$ cat src/rtl/sdram_arbiter.sv
// sdram_arbiter: shares the single SDRAMBus command port among N_REQ core requesters,
// with optional fixed priority for requester 0, round-robin otherwise, and a command timeout.
module sdram_arbiter #(
    parameter int N_REQ       = 5,
    parameter int ADDR_W      = 23,
    parameter int DATA_W      = 32,
    parameter int PRIO0_FIXED = 1,
    parameter int TIMEOUT     = 1023
) (
    input  logic                      i_clk,
    input  logic                      i_rst,
    input  logic [N_REQ-1:0]          i_enable_mask,
    input  logic [N_REQ-1:0]          req_read,
    input  logic [N_REQ-1:0]          req_write,
    input  logic [N_REQ*ADDR_W-1:0]   req_addr,
    input  logic [N_REQ*DATA_W-1:0]   req_writedata,
    output logic [DATA_W-1:0]         req_readdata,
    output logic [N_REQ-1:0]          req_finished,
    output logic                      sdram_read,
    output logic                      sdram_write,
    output logic [ADDR_W-1:0]         sdram_addr,
    output logic [DATA_W-1:0]         sdram_writedata,
    input  logic [DATA_W-1:0]         sdram_readdata,
    input  logic                      sdram_finished,
    output logic [N_REQ-1:0]          o_grant,
    output logic                      o_busy,
    output logic                      o_timeout
);
    localparam int IDX_W = (N_REQ > 1) ? $clog2(N_REQ) : 1;
    localparam int CNT_W = $clog2(TIMEOUT + 1);

    typedef enum logic [1:0] {IDLE, ISSUE, DONE} state_t;

    state_t              r_state, w_state_nxt;
    logic [IDX_W-1:0]    r_ptr, r_idx, w_win;
    logic [CNT_W-1:0]    r_cnt, w_cnt_inc, w_cnt_nxt;
    logic [N_REQ-1:0]    w_valid, w_fin_nxt, w_grant_nxt;
    logic                w_grant, w_done, w_tmo, w_wr_sel, w_rd_nxt, w_wr_nxt, w_tmo_nxt;
    logic [ADDR_W-1:0]   w_addr_nxt;
    logic [DATA_W-1:0]   w_wdata_nxt, w_rdata_nxt;

    function automatic logic [IDX_W-1:0] wrap(input int v);
        return IDX_W'(v % N_REQ);
    endfunction

    assign w_valid   = (req_read | req_write) & i_enable_mask;
    assign w_cnt_inc = r_cnt + 1'b1;
    // Abort once the command has been on the bus for TIMEOUT cycles without completion
    assign w_tmo     = (r_state == ISSUE) && (w_cnt_inc == CNT_W'(TIMEOUT));
    assign w_grant   = (r_state == IDLE) && (|w_valid);
    assign w_done    = (r_state == ISSUE) && (sdram_finished || w_tmo);

    // Scan downward so the valid index closest above the pointer is the last one written
    always_comb begin
        w_win = '0;
        for (int k = N_REQ - 1; k >= 0; k--)
            if (w_valid[wrap(int'(r_ptr) + k)]) w_win = wrap(int'(r_ptr) + k);
        if (PRIO0_FIXED != 0 && w_valid[0]) w_win = '0;
    end

    always_ff @(posedge i_clk or negedge i_rst)
        if (!i_rst) r_state <= IDLE;
        else        r_state <= w_state_nxt;

    always_comb begin
        w_state_nxt = r_state;
        case (r_state)
            IDLE:    if (|w_valid) w_state_nxt = ISSUE;
            ISSUE:   if (sdram_finished || w_tmo) w_state_nxt = DONE;
            default: w_state_nxt = IDLE;
        endcase
    end

    always_comb begin
        w_wr_sel    = req_write[w_win];
        w_rd_nxt    = w_grant ? ~w_wr_sel : (r_state == ISSUE) && !w_done && sdram_read;
        w_wr_nxt    = w_grant ? w_wr_sel : (r_state == ISSUE) && !w_done && sdram_write;
        w_addr_nxt  = w_grant ? req_addr[w_win*ADDR_W +: ADDR_W] : sdram_addr;
        w_wdata_nxt = w_grant ? req_writedata[w_win*DATA_W +: DATA_W] : sdram_writedata;
        w_fin_nxt   = w_done ? N_REQ'(1) << r_idx : '0;
        w_rdata_nxt = !w_done ? req_readdata : !sdram_finished ? '0 : sdram_write ? req_readdata : sdram_readdata;
        w_grant_nxt = w_grant ? N_REQ'(1) << w_win : (r_state == DONE) ? '0 : o_grant;
        w_tmo_nxt   = o_timeout | (w_done & ~sdram_finished);
        w_cnt_nxt   = ((r_state == ISSUE) && !w_done) ? w_cnt_inc : '0;
    end

    always_ff @(posedge i_clk or negedge i_rst)
        if (!i_rst) begin
            r_ptr           <= '0;
            r_idx           <= '0;
            r_cnt           <= '0;
            sdram_read      <= 1'b0;
            sdram_write     <= 1'b0;
            sdram_addr      <= '0;
            sdram_writedata <= '0;
            req_finished    <= '0;
            req_readdata    <= '0;
            o_grant         <= '0;
            o_busy          <= 1'b0;
            o_timeout       <= 1'b0;
        end else begin
            r_ptr           <= w_grant ? ((w_win == IDX_W'(N_REQ - 1)) ? '0 : w_win + 1'b1) : r_ptr;
            r_idx           <= w_grant ? w_win : r_idx;
            r_cnt           <= w_cnt_nxt;
            sdram_read      <= w_rd_nxt;
            sdram_write     <= w_wr_nxt;
            sdram_addr      <= w_addr_nxt;
            sdram_writedata <= w_wdata_nxt;
            req_finished    <= w_fin_nxt;
            req_readdata    <= w_rdata_nxt;
            o_grant         <= w_grant_nxt;
            o_busy          <= w_state_nxt != IDLE;
            o_timeout       <= w_tmo_nxt;
        end
endmodule
$ cat config.mk
export PLATFORM = sky130hd
export DESIGN_NAME = sdram_arbiter
export DESIGN_NICKNAME = d
export VERILOG_FILES = /design/src/rtl/sdram_arbiter.sv
export SDC_FILE = /design/constraint.sdc
export NUM_CORES = 1
export LEC_CHECK = 0
export CORE_AREA = 2 2 165 167
export CTS_BUF_LIST = sky130_fd_sc_hd__clkbuf_8 sky130_fd_sc_hd__clkbuf_16
export CTS_CLUSTER_SIZE = 24
export DETAILED_ROUTE_END_ITERATION = 7
export DIE_AREA = 0 0 167 169
export PLACE_DENSITY = 0.61
export SYNTH_ARGS = -nofsm -noshare
export SYNTH_HDL_FRONTEND = slang
export SYNTH_SLANG_ARGS = --single-unit
export TNS_END_PERCENT = 5
$ cat constraint.sdc
create_clock -name i_clk -period 9.45 [get_ports i_clk]
set_input_delay 2.835 -clock i_clk [delete_from_list [all_inputs] [get_ports i_clk]]
set_output_delay 2.835 -clock i_clk [all_outputs]
set_load 0.05 [all_outputs]
== Word-level counts from Yosys, hierarchy flattened ==
Cells that the tools add are included.
Word-level totals
  input port bits: 325
  register bits after elaboration: 119
  logic and storage cells: 89
Cells by class
  bitwise logic cells: 6
  muxes and demuxes: 30
  $add $sub $neg: 6
  equality and inequality tests: 5
  $mul: 1
  magnitude comparators: 6
  divide/modulo/power cells: 5
  reduce and logical (&&, ||, !) cells: 13
  shifts and indexed selects: 4
Operators with widths (number)
  $shiftx 160x9->32: 1
  $mod 32x4->32 const B: 4
  $shiftx 115x9->23: 1
  $mux 32: 2
  $mod 4x4->32 const B: 1
  $lt 3x4->1 const B: 6
  $mux 3: 7
  $bmux 1 s3: 6
  $mux 5: 3
  $add 10x1->10 const B: 1
  $eq 10x10->1 const B: 1
  $mux 10: 1
  $shl 1x3->5 const A: 2
  $add 3x2->4 const B: 2
  $mul 3x5->8 const B: 1
  $mux 1: 8
  $logic_and 1x1->1: 6
  $and 5x5->5: 1
  $or 5x5->5: 1
  $reduce_or 5->1: 1
  $add 3x1->4 const B: 1
  $add 3x3->4 const B: 1
  $mux 2: 2
  $pmux 2 s2: 1
  13 further kinds: 15

== Logic depth before layout (Yosys ltp) ==
Gate-level depths: netlist (run 1).
  depth in word-level cells: 14
  depth in mapped cells: 22
  depth with buffers taken out: 18

== Worst setup path before layout (run 1) ==
OpenSTA, ideal clock, no wires.
  path kind: in2reg
  start point: input port req_read[2]
  end point: register r_ptr[2]
  cell stages on the path: 11
  data required time: 9354 ps
  slack: 4012 ps
  arrival time: 5343 ps
  cell sequence: o21ai_1 -> nor2_1 -> a32o_1 -> o31ai_1 -> a311oi_1 -> o211ai_2 -> buf_2 -> buf_2 -> ha_1 -> ha_1 -> o31ai_1
Between the ends
  word-level cells in the longest chain between the ends: 12
  elaborated cells between the ends (all ways): 23
  those cells by class: 1 x add/sub; 1 x eq/ne; 17 x mux; 2 x bitwise; 2 x reduce/logical
Ends and longest elaborated chain
  start, declared: line 13  | input logic [N_REQ-1:0] req_read,
  $or 5x5->5 *: line 46  | assign w_valid = (req_read | req_write) & i_enable_mask;
  $and 5x5->5 *: line 46
  $bmux 1 s3: line 57  | if (w_valid[wrap(int'(r_ptr) + k)]) w_win = wrap(int'(r_ptr) + k);
  $mux 1 (not written as such): line 57
  $mux 3 (4 in a row): line 57
  $mux 3 *: line 57
  $mux 3 *: line 58  | if (PRIO0_FIXED != 0 && w_valid[0]) w_win = '0;
  net w_win[0]: line 35  | logic [IDX_W-1:0] r_ptr, r_idx, w_win;
  $add 3x1->3 / $eq 3x3->1 (equally long branches): line 102  | r_ptr <= w_grant ? ((w_win == IDX_W'(N_REQ - 1)) ? '0 : w_win + 1'b1) : r_ptr;
  $mux 3 *: line 102
  end signal, assigned: line 102
  end, declared: line 35
The timed path passes the listed nets; every way through them passes the cells marked *. The select of a mux whose other input is x is not followed.
A chain may end at the register's enable or synchronous reset.

== Worst setup path after layout (run 1) ==
  start point: register r_ptr[2]
  end point: register r_ptr[0]
Between the ends
  word-level cells in the longest chain between the ends: 12
  elaborated cells between the ends (all ways): 28
  those cells by class: 5 x add/sub; 5 x div; 1 x eq/ne; 17 x mux
Ends and longest elaborated chain
  $add 3x3->4: line 57
  $mod 32x4->32: line 43  | return IDX_W'(v % N_REQ);
  $bmux 1 s3: line 57
  $mux 1 (not written as such): line 57
  $mux 3 (4 in a row): line 57
  $mux 3 *: line 57
  $mux 3 *: line 58
  $add 3x1->3 / $eq 3x3->1 (equally long branches): line 102
  $mux 3 *: line 102
Every way passes the cells marked *; elsewhere a longest branch is shown, timed or not. The select of a mux whose other input is x is not followed.

==> metrics.txt, run 1 <==
# TYPE chip_impl_metric gauge
chip_impl_info{name="status",value="finished, final reports clean"} 1
chip_impl_metric{name="max_stage_delay",unit="ps"} 820
chip_impl_metric{name="ant_nets",unit=""} 0
chip_impl_metric{name="worst_clock_skew",unit="ps"} 12.6
chip_impl_info{name="dominant_combinational_cell_family_by_area_after_synthesis",value="compound AO/OA/AOI/OAI gates"} 1
chip_impl_metric{name="yosys.area_share.simple",unit="%"} 12.2
chip_impl_metric{name="post_synth_edffs",unit=""} 0
chip_impl_metric{name="synth-seq-cells",unit=""} 119
chip_impl_metric{name="ys_warn_count",unit=""} 0
chip_impl_metric{name="rows",unit=""} 60
chip_impl_metric{name="multiInputGateArea",unit="sq mm"} 0.00458
chip_impl_info{name="synth_top_cell_by_area",value="dfrtp_1"} 1
chip_impl_metric{name="floorplan.initialDensity",unit="%"} 29.7
chip_impl_metric{name="maxSlewViolCount",unit=""} 0
chip_impl_metric{name="worst-endpoint-arrival",unit="ps"} 6980
chip_impl_metric{name="post_synthesis_compound_gate_area_fraction",unit="%"} 27.8
chip_impl_metric{name="slew_headroom",unit="%"} 20.7
chip_impl_metric{name="cell_area_after_layout",unit="sq mm"} 0.0130
chip_impl_metric{name="regArea",unit="sq mm"} 0.00298
chip_impl_metric{name="ios",unit=""} 426
chip_impl_info{name="worst_hold_path_type",value="flip-flop to flip-flop"} 1
chip_impl_info{name="r2r-start",value="r_ptr[2]"} 1
chip_impl_metric{name="clk_pin_slew_worst_paths",unit="ps"} 60
chip_impl_metric{name="grt_overflow",unit=""} 0
chip_impl_metric{name="clk_latency",unit="ps"} 420
chip_impl_metric{name="crit_fanout",unit=""} 115
chip_impl_metric{name="areaGrowthSynthToFinish",unit="%"} 65.2
chip_impl_info{name="grt_setup_unrepaired",value="no"} 1
chip_impl_metric{name="layout-drive-gt1-share",unit="%"} 6.41
chip_impl_metric{name="wl_per_cell",unit="um"} 22.1
chip_impl_metric{name="final-hold-violation-count",unit=""} 0
chip_impl_metric{name="grt_start_max_net_pins",unit=""} 116
chip_impl_info{name="tritoncts",value="yes"} 1
chip_impl_metric{name="first_pass_iters",unit=""} 5
chip_impl_metric{name="avgSynthCellArea",unit="sq um"} 9.91
chip_impl_metric{name="die_h",unit="um"} 169
chip_impl_metric{name="synth.yosys.seq_area_share",unit="%"} 37.8
chip_impl_metric{name="ctsHoldBuffers",unit=""} 0
chip_impl_metric{name="syn_inst",unit=""} 794
chip_impl_metric{name="htree_num_levels",unit=""} 4
chip_impl_metric{name="placement.cell_area",unit="sq mm"} 0.0124
chip_impl_metric{name="post-route-worst-setup-slack",unit="ps"} 2750
chip_impl_info{name="crit_slowest_cell",value="dfrtp_1"} 1
chip_impl_metric{name="timing.final.crit_share",unit="%"} 70.9
chip_impl_info{name="worst_path_dominant_cell_family",value="compound AO/OA/AOI/OAI gates"} 1
chip_impl_metric{name="setup_total_negative_slack",unit="ps"} 0
chip_impl_metric{name="max-vdd-ir-drop",unit="mV"} 0.680
chip_impl_info{name="crit_path_cell_trace",value="inv_1, ha_1, o21ai_0, nand2_1, xnor2_1, ha_1, fa_1, a21boi_0, nand3_1, mux2i_1, nor2_1, a221o_1, a311oi_1, o211ai_4, buf_12, inv_2, ha_1, and2_1, o22ai_1"} 1
chip_impl_metric{name="avgViaCountPerCell",unit=""} 5.39
chip_impl_metric{name="drtIter0Drc",unit=""} 521
chip_impl_metric{name="gp_congestion",unit=""} 0.876
chip_impl_metric{name="io_buffers",unit=""} 425
chip_impl_metric{name="first_global_vias",unit=""} 8434
chip_impl_metric{name="post-layout-total-power",unit="mW"} 6.03
chip_impl_metric{name="postCtsResizedCells",unit=""} 0
chip_impl_info{name="worstSetupPathType",value="flip-flop to flip-flop"} 1
chip_impl_metric{name="finalHoldWorstSlack",unit="ps"} 499
chip_impl_metric{name="yosys-mux-area-fraction",unit="%"} 11.0
chip_impl_info{name="crit_path_end_kind",value="flip-flop"} 1
chip_impl_metric{name="critical_path_required",unit="ps"} 9720
chip_impl_info{name="synth_area_leaders",value="dfrtp_1 (38%), mux2i_1 (8.4%), a211oi_1 (8.0%)"} 1
chip_impl_metric{name="dpl_worst_slack",unit="ps"} 2390
chip_impl_metric{name="post-route-min-period",unit="ps"} 6700
chip_impl_metric{name="grt_first_pass_wirelength",unit="mm"} 51.1
chip_impl_metric{name="clkSinkCount",unit=""} 119
chip_impl_metric{name="die_w",unit="um"} 167
chip_impl_metric{name="number_of_antenna_violations_at_the_first_check_in_global_routing",unit=""} 9
chip_impl_info{name="cts_root_buffer",value="clkbuf_16"} 1
chip_impl_metric{name="worst_pin_slew",unit="ps"} 1190
chip_impl_metric{name="highest_clock_rate",unit="MHz"} 149
chip_impl_info{name="crit_start",value="r_ptr[2]"} 1
chip_impl_metric{name="setup_viol",unit=""} 0
chip_impl_metric{name="final.fill_count",unit=""} 2517
chip_impl_metric{name="drc",unit=""} 0
chip_impl_info{name="synthFlopType",value="dfrtp_1"} 1
chip_impl_metric{name="dp_hpwl",unit="mm"} 26.0
chip_impl_metric{name="synthDistinctLibCells",unit=""} 80
chip_impl_metric{name="fp.dieArea",unit="sq mm"} 0.0282
chip_impl_metric{name="cts_buffers",unit=""} 17
chip_impl_metric{name="synth_nets",unit=""} 1148
chip_impl_metric{name="post-cts-setup-buffer-count",unit=""} 0
chip_impl_metric{name="yosysTopAreaCellShare",unit="%"} 37.8
chip_impl_metric{name="crit_buf_inv",unit=""} 3
chip_impl_info{name="cpMostUsedCell",value="ha_1"} 1
chip_impl_info{name="hold_start",value="o_timeout"} 1
chip_impl_metric{name="finalNetCount",unit=""} 1542
chip_impl_metric{name="max_cap_violations",unit=""} 0
chip_impl_metric{name="routed_wl",unit="mm"} 34.2
chip_impl_metric{name="synth-async-reset-ratio",unit="%"} 100
chip_impl_metric{name="clk_path_buf_depth",unit=""} 2
chip_impl_metric{name="power.density_cell_area",unit="mW/mm^2"} 464
chip_impl_metric{name="syn-cell-area",unit="sq mm"} 0.00787
chip_impl_metric{name="synth_xor_area_share",unit="%"} 2.07
chip_impl_metric{name="power.static_leakage",unit="nW"} 5.08
chip_impl_info{name="worst_setup_path_start_kind",value="flip-flop"} 1
chip_impl_metric{name="grtUsageTotal",unit="%"} 23.7
chip_impl_metric{name="synth_fa_ha_area_share",unit="%"} 4.71
chip_impl_metric{name="routed-via-count",unit=""} 8364
chip_impl_metric{name="core_area",unit="sq mm"} 0.0265
[path summary, 6_finish.rpt]
check	depth (start not counted)	slack [ps]	end
setup reg to reg	19	2750	r_ptr[0]
setup / recovery	19	2750	r_ptr[0]
hold / removal	1	500	o_timeout
hold reg to reg	1	500	o_timeout
min in group asynchronous	1	2420	o_timeout
max in group asynchronous	2	5840	sdram_addr[15]
[placed cells by master (no fill, tap or decap), types with 11 or more instances in the layout]
cell type and n:
dfrtp_1 119, a21oi_1 11, o21ai_1 13, a222oi_1 12
a22o_1 40, inv_1 20, ha_1 28, a211oi_1 84
clkbuf_16 17, o21ai_0 17, and2_1 44, nor2_1 31
o22ai_1 44, nand2_1 35, clkdlybuf4s50_1 424, mux2i_1 66
[synthesized netlist by cell type, types with 6 or more instances]
master and number:
dfrtp_1 119, a211oi_1 84, mux2i_1 66, and2_1 44
o22ai_1 44, a22o_1 40, nand2_1 35, clkbuf_1 33
nor2_1 32, ha_1 28, inv_1 20, buf_2 18
o21ai_0 17, o21ai_1 13, a222oi_1 12, a21oi_1 11
mux2_2 10, nand3_1 10, xnor2_1 9, nor3_1 8
nor2b_1 7, o21a_1 7, and3_1 6, mux2_1 6
[layout make-up]
type / instances / area share, %
Antenna cell: 9 / 0.173
Clock buffer: 17 / 3.27
Clock inverter: 15 / 1.11
Inverter: 23 / 0.664
Multi-Input combinational cell: 593 / 35.2
Sequential cell: 119 / 22.9
Tap cell: 341 / 3.28
Timing Repair Buffer: 434 / 33.3
[metrics by stage]
stage | utilization (%) | instances
floorplan | - | 794
global placement | 46.8 | 1510
detailed placement | 46.8 | 1510
CTS | 49.0 | 1542
global route | 49.0 | 1547
finish | 49.1 | 1551
[report_power, final]
| part | leakage, nW | switching (mW) | internal [mW] | total (mW) |
|---|---|---|---|---|
| clock | 0.279 | 0.273 | 0.367 | 0.640 |
| combinational | 3.36 | 2.77 | 1.73 | 4.49 |
| sequential | 1.45 | 0.144 | 0.750 | 0.895 |
[state kept, by name, summed over array words and instances (netlist names)]
name	flops
o_timeout	1
req_readdata	32
r_cnt	10
sdram_writedata	32
r_state	2
req_finished	5
o_busy	1
sdram_addr	23
sdram_write	1
r_ptr	3
sdram_read	1
r_idx	3
o_grant	5
[cell families (layout without fill, tap and decap cells)]
logic type / count (synthesis) / count (layout)
adders and majority gates: 29 / 29
buffers and inverters: 82 / 489
DFF: 119 / 119
and+or+nand+nor: 178 / 178
muxes: 83 / 83
AOI/OAI and AO/OA: 287 / 287
xor gates and xnor gates: 16 / 16
other: 0 / 9
[per-layer routing]
metal / part of all wire (%) / up-vias / track usage (%)
met5: 0.067 / - / 0
met3: 7.4 / 59 / 6.78
met1: 39 / 4066 / 27.9
met2: 51 / 350 / 40.8
li1: - / 3885 / -
met4: 3.2 / 4 / 9.22
Power figures use the tool's default switching activity.
==> inputs of run 2 (changes only) <==
--- a/config.mk
+++ b/config.mk
@@ -10,7 +10,7 @@
 export CTS_CLUSTER_SIZE = 24
 export DETAILED_ROUTE_END_ITERATION = 7
 export DIE_AREA = 0 0 167 169
-export PLACE_DENSITY = 0.61
+export PLACE_DENSITY = 0.64
 export SYNTH_ARGS = -nofsm -noshare
 export SYNTH_HDL_FRONTEND = slang
 export SYNTH_SLANG_ARGS = --single-unit
==> constraint.sdc (replaced) <==
create_clock -name i_clk -period 5.4 [get_ports i_clk]
set_input_delay 1.62 -clock i_clk [delete_from_list [all_inputs] [get_ports i_clk]]
set_output_delay 1.62 -clock i_clk [all_outputs]
set_load 0.05 [all_outputs]
==> run 2 against run 1 <==
  * Routed wire length is 1.8% higher
  * Utilization is 1.1 points higher
  * Combinational power is 86% higher
  * First-iteration DRC count is 17% lower
  * Via count is 1.1% higher
  * Critical path depth stayed put
  * Final cell count is 1.4% higher
  * Fmax is 35% higher
  * Sequential power is 73% higher
  * Highest routed layer unchanged
==> metrics.txt, run 2 (synthesis gave the netlist of run 1 again) <==
# TYPE chip_impl_metric gauge
chip_impl_info{name="status",value="finished, final reports clean"} 1
chip_impl_metric{name="grt_overflow",unit=""} 0
chip_impl_metric{name="power.density_cell_area",unit="mW/mm^2"} 828
chip_impl_metric{name="floorplan.initialDensity",unit="%"} 29.7
chip_impl_info{name="tritoncts",value="yes"} 1
chip_impl_metric{name="regArea",unit="sq mm"} 0.00298
chip_impl_metric{name="gp_congestion",unit=""} 0.860
chip_impl_metric{name="drtIter0Drc",unit=""} 433
chip_impl_metric{name="die_h",unit="um"} 169
chip_impl_metric{name="drc",unit=""} 0
chip_impl_metric{name="grtUsageTotal",unit="%"} 24.1
chip_impl_info{name="hold_start",value="o_timeout"} 1
chip_impl_metric{name="crit_fanout",unit=""} 34
chip_impl_metric{name="ant_nets",unit=""} 0
chip_impl_metric{name="timing.final.crit_share",unit="%"} 91.8
chip_impl_metric{name="routedLengthMet1",unit="mm"} 13.7
chip_impl_info{name="cts_root_buffer",value="clkbuf_16"} 1
chip_impl_metric{name="critical_path_required",unit="ps"} 5680
chip_impl_metric{name="clk_pin_slew_worst_paths",unit="ps"} 60
chip_impl_metric{name="setup_total_negative_slack",unit="ps"} 0
chip_impl_metric{name="avgViaCountPerCell",unit=""} 5.38
chip_impl_info{name="most_common_library_cell_in_the_layout_ignoring_fill_and_taps",value="clkdlybuf4s50_1"} 1
chip_impl_metric{name="clock_power_share",unit="%"} 10.0
chip_impl_metric{name="wl_per_cell",unit="um"} 22.2
chip_impl_metric{name="htree_num_levels",unit=""} 4
chip_impl_metric{name="routed_wl",unit="mm"} 34.9
chip_impl_metric{name="swShare",unit="%"} 51.2
chip_impl_metric{name="maxSlewViolCount",unit=""} 0
chip_impl_metric{name="rows",unit=""} 60
chip_impl_metric{name="max-vdd-ir-drop",unit="mV"} 0.600
chip_impl_info{name="top_signal_layer_used",value="met5"} 1
chip_impl_metric{name="routed-via-count",unit=""} 8460
chip_impl_metric{name="multiInputGateArea",unit="sq mm"} 0.00462
chip_impl_metric{name="clk_latency",unit="ps"} 420
chip_impl_info{name="crit_path_end_kind",value="flip-flop"} 1
chip_impl_metric{name="final-hold-violation-count",unit=""} 0
chip_impl_info{name="worstSetupPathType",value="flip-flop to flip-flop"} 1
chip_impl_metric{name="first_pass_iters",unit=""} 6
chip_impl_metric{name="number_of_antenna_violations_at_the_first_check_in_global_routing",unit=""} 4
chip_impl_metric{name="route.met3.wl",unit="mm"} 2.32
chip_impl_metric{name="wl_met2",unit="mm"} 17.5
chip_impl_metric{name="worst-endpoint-arrival",unit="ps"} 5240
chip_impl_info{name="worst_setup_path_start_kind",value="flip-flop"} 1
chip_impl_metric{name="grt_first_pass_wirelength",unit="mm"} 52.0
chip_impl_metric{name="power_report.internal_total",unit="mW"} 5.38
chip_impl_metric{name="first_global_vias",unit=""} 8669
chip_impl_metric{name="dp_hpwl",unit="mm"} 27.5
chip_impl_metric{name="slew_headroom",unit="%"} 23.1
chip_impl_info{name="final_cell_mix",value="clkdlybuf4s50_1 (424), dfrtp_1 (118), a211oi_1 (84), mux2i_1 (65)"} 1
chip_impl_metric{name="grt_start_max_net_pins",unit=""} 88
chip_impl_info{name="crit_start",value="r_ptr[1]"} 1
chip_impl_metric{name="core_area",unit="sq mm"} 0.0265
chip_impl_info{name="r2r-start",value="r_ptr[1]"} 1
chip_impl_metric{name="final.fill_count",unit=""} 2465
chip_impl_info{name="largest_registers",value="req_readdata x32, sdram_writedata x32, sdram_addr x23"} 1
chip_impl_metric{name="post-layout-total-power",unit="mW"} 11.0
chip_impl_metric{name="post-cts-setup-buffer-count",unit=""} 0
chip_impl_metric{name="areaGrowthSynthToFinish",unit="%"} 69.1
chip_impl_metric{name="clkSinkCount",unit=""} 119
chip_impl_metric{name="ios",unit=""} 426
chip_impl_metric{name="worst_pin_slew",unit="ps"} 1150
chip_impl_metric{name="power.static_leakage",unit="nW"} 5.25
chip_impl_metric{name="seq_power_share",unit="%"} 14.1
chip_impl_info{name="grt_setup_unrepaired",value="no"} 1
chip_impl_metric{name="fp.dieArea",unit="sq mm"} 0.0282
chip_impl_metric{name="cts_buffers",unit=""} 17
chip_impl_metric{name="layout-drive-gt1-share",unit="%"} 8.96
chip_impl_metric{name="io_buffers",unit=""} 425
chip_impl_metric{name="clk_path_buf_depth",unit=""} 2
chip_impl_metric{name="p_sw",unit="mW"} 5.63
chip_impl_metric{name="highest_clock_rate",unit="MHz"} 202
chip_impl_metric{name="max_cap_violations",unit=""} 0
chip_impl_metric{name="combPwrFrac",unit="%"} 75.8
chip_impl_metric{name="post-route-min-period",unit="ps"} 4960
chip_impl_metric{name="worst_clock_skew",unit="ps"} 14.5
chip_impl_metric{name="setup_viol",unit=""} 0
chip_impl_metric{name="finalNetCount",unit=""} 1568
chip_impl_metric{name="die_w",unit="um"} 167
chip_impl_info{name="worst_hold_path_type",value="flip-flop to flip-flop"} 1
## run 2: cell types whose count changed in the layout (fill, tap and decap cells not counted), sizes merged
cell and change:
buf +26, diode -5, clkinvlp +3, inv -3, clkbuf +1, clkinv -1
## run 2: what timing repair did
| action | CTS | global route |
|---|---|---|
| hold buffers | 0 | 0 |
| resized for setup | 0 | 11 |
| setup endpoints to repair | 0 | 68 |
## run 2: final timing paths
kind	endpoint	slack, ps	cells after the start
worst max register to register	sdram_writedata[5]	440	19
max in group asynchronous	r_ptr[1]	3070	2
worst min-delay path	o_timeout	480	1
worst min register to register	o_timeout	480	1
min in group asynchronous	req_readdata[6]	1280	1
worst max-delay path	sdram_writedata[5]	440	19
## run 2: layer usage
| layer | global-route usage [%] | vias to the layer above |
|---|---|---|
| li1 | - | 3930 |
| met1 | 28.7 | 4114 |
| met2 | 41.9 | 355 |
| met3 | 5.87 | 59 |
| met4 | 9.41 | 2 |
| met5 | 0 | - |
## run 2: per-stage QoR
stage	cells	util (%)	worst slack (ps)	hold WS [ps]	area (sq um)
final	1572	50.2	444	479	13300
after global routing	1568	50.2	12.6	491	13300
after CTS	1568	50.0	26.8	480	13200
after detailed placement	1536	47.8	55.6	464	12700
after global placement	1536	47.8	120	462	12700
after floorplan	794	-	257	468	7870
## run 2: cell type report
type | instances | share of cell area (%)
multi-input cells | 593 | 34.8
flip-flops and latches | 119 | 22.4
diodes | 4 | 0.0752
inverters | 23 | 0.649
clock inverters | 14 | 0.959
repair buffers | 460 | 34.6
clock buffers | 18 | 3.30
well taps | 341 | 3.21
## run 2: power by group through the flow
stage,Sequential (mW),Combinational (mW),Clock (mW)
3_3_place_gp,1.55,8.21,0
4_1_cts,1.55,8.31,1.13
3_5_place_dp,1.56,8.29,0
2_1_floorplan,2.71,4.46,0
6_report,1.55,8.35,1.11
5_1_grt,1.61,8.96,1.17
## run 2: worst max-delay path, cell delays in order (launching register included)
cell and delay (ps):
dfrtp_2 470, inv_1 90, ha_1 320, o21ai_1 270, nand2_1 110, xnor2_1 150, ha_1 210, fa_1 350
a21boi_1 180, a22o_1 220, a21oi_1 280, buf_4 200, nor2_1 50, a221o_1 390, a311oi_2 380, o211ai_4 150
buf_12 210, mux2_1 330, a222oi_1 290, o21ai_0 120
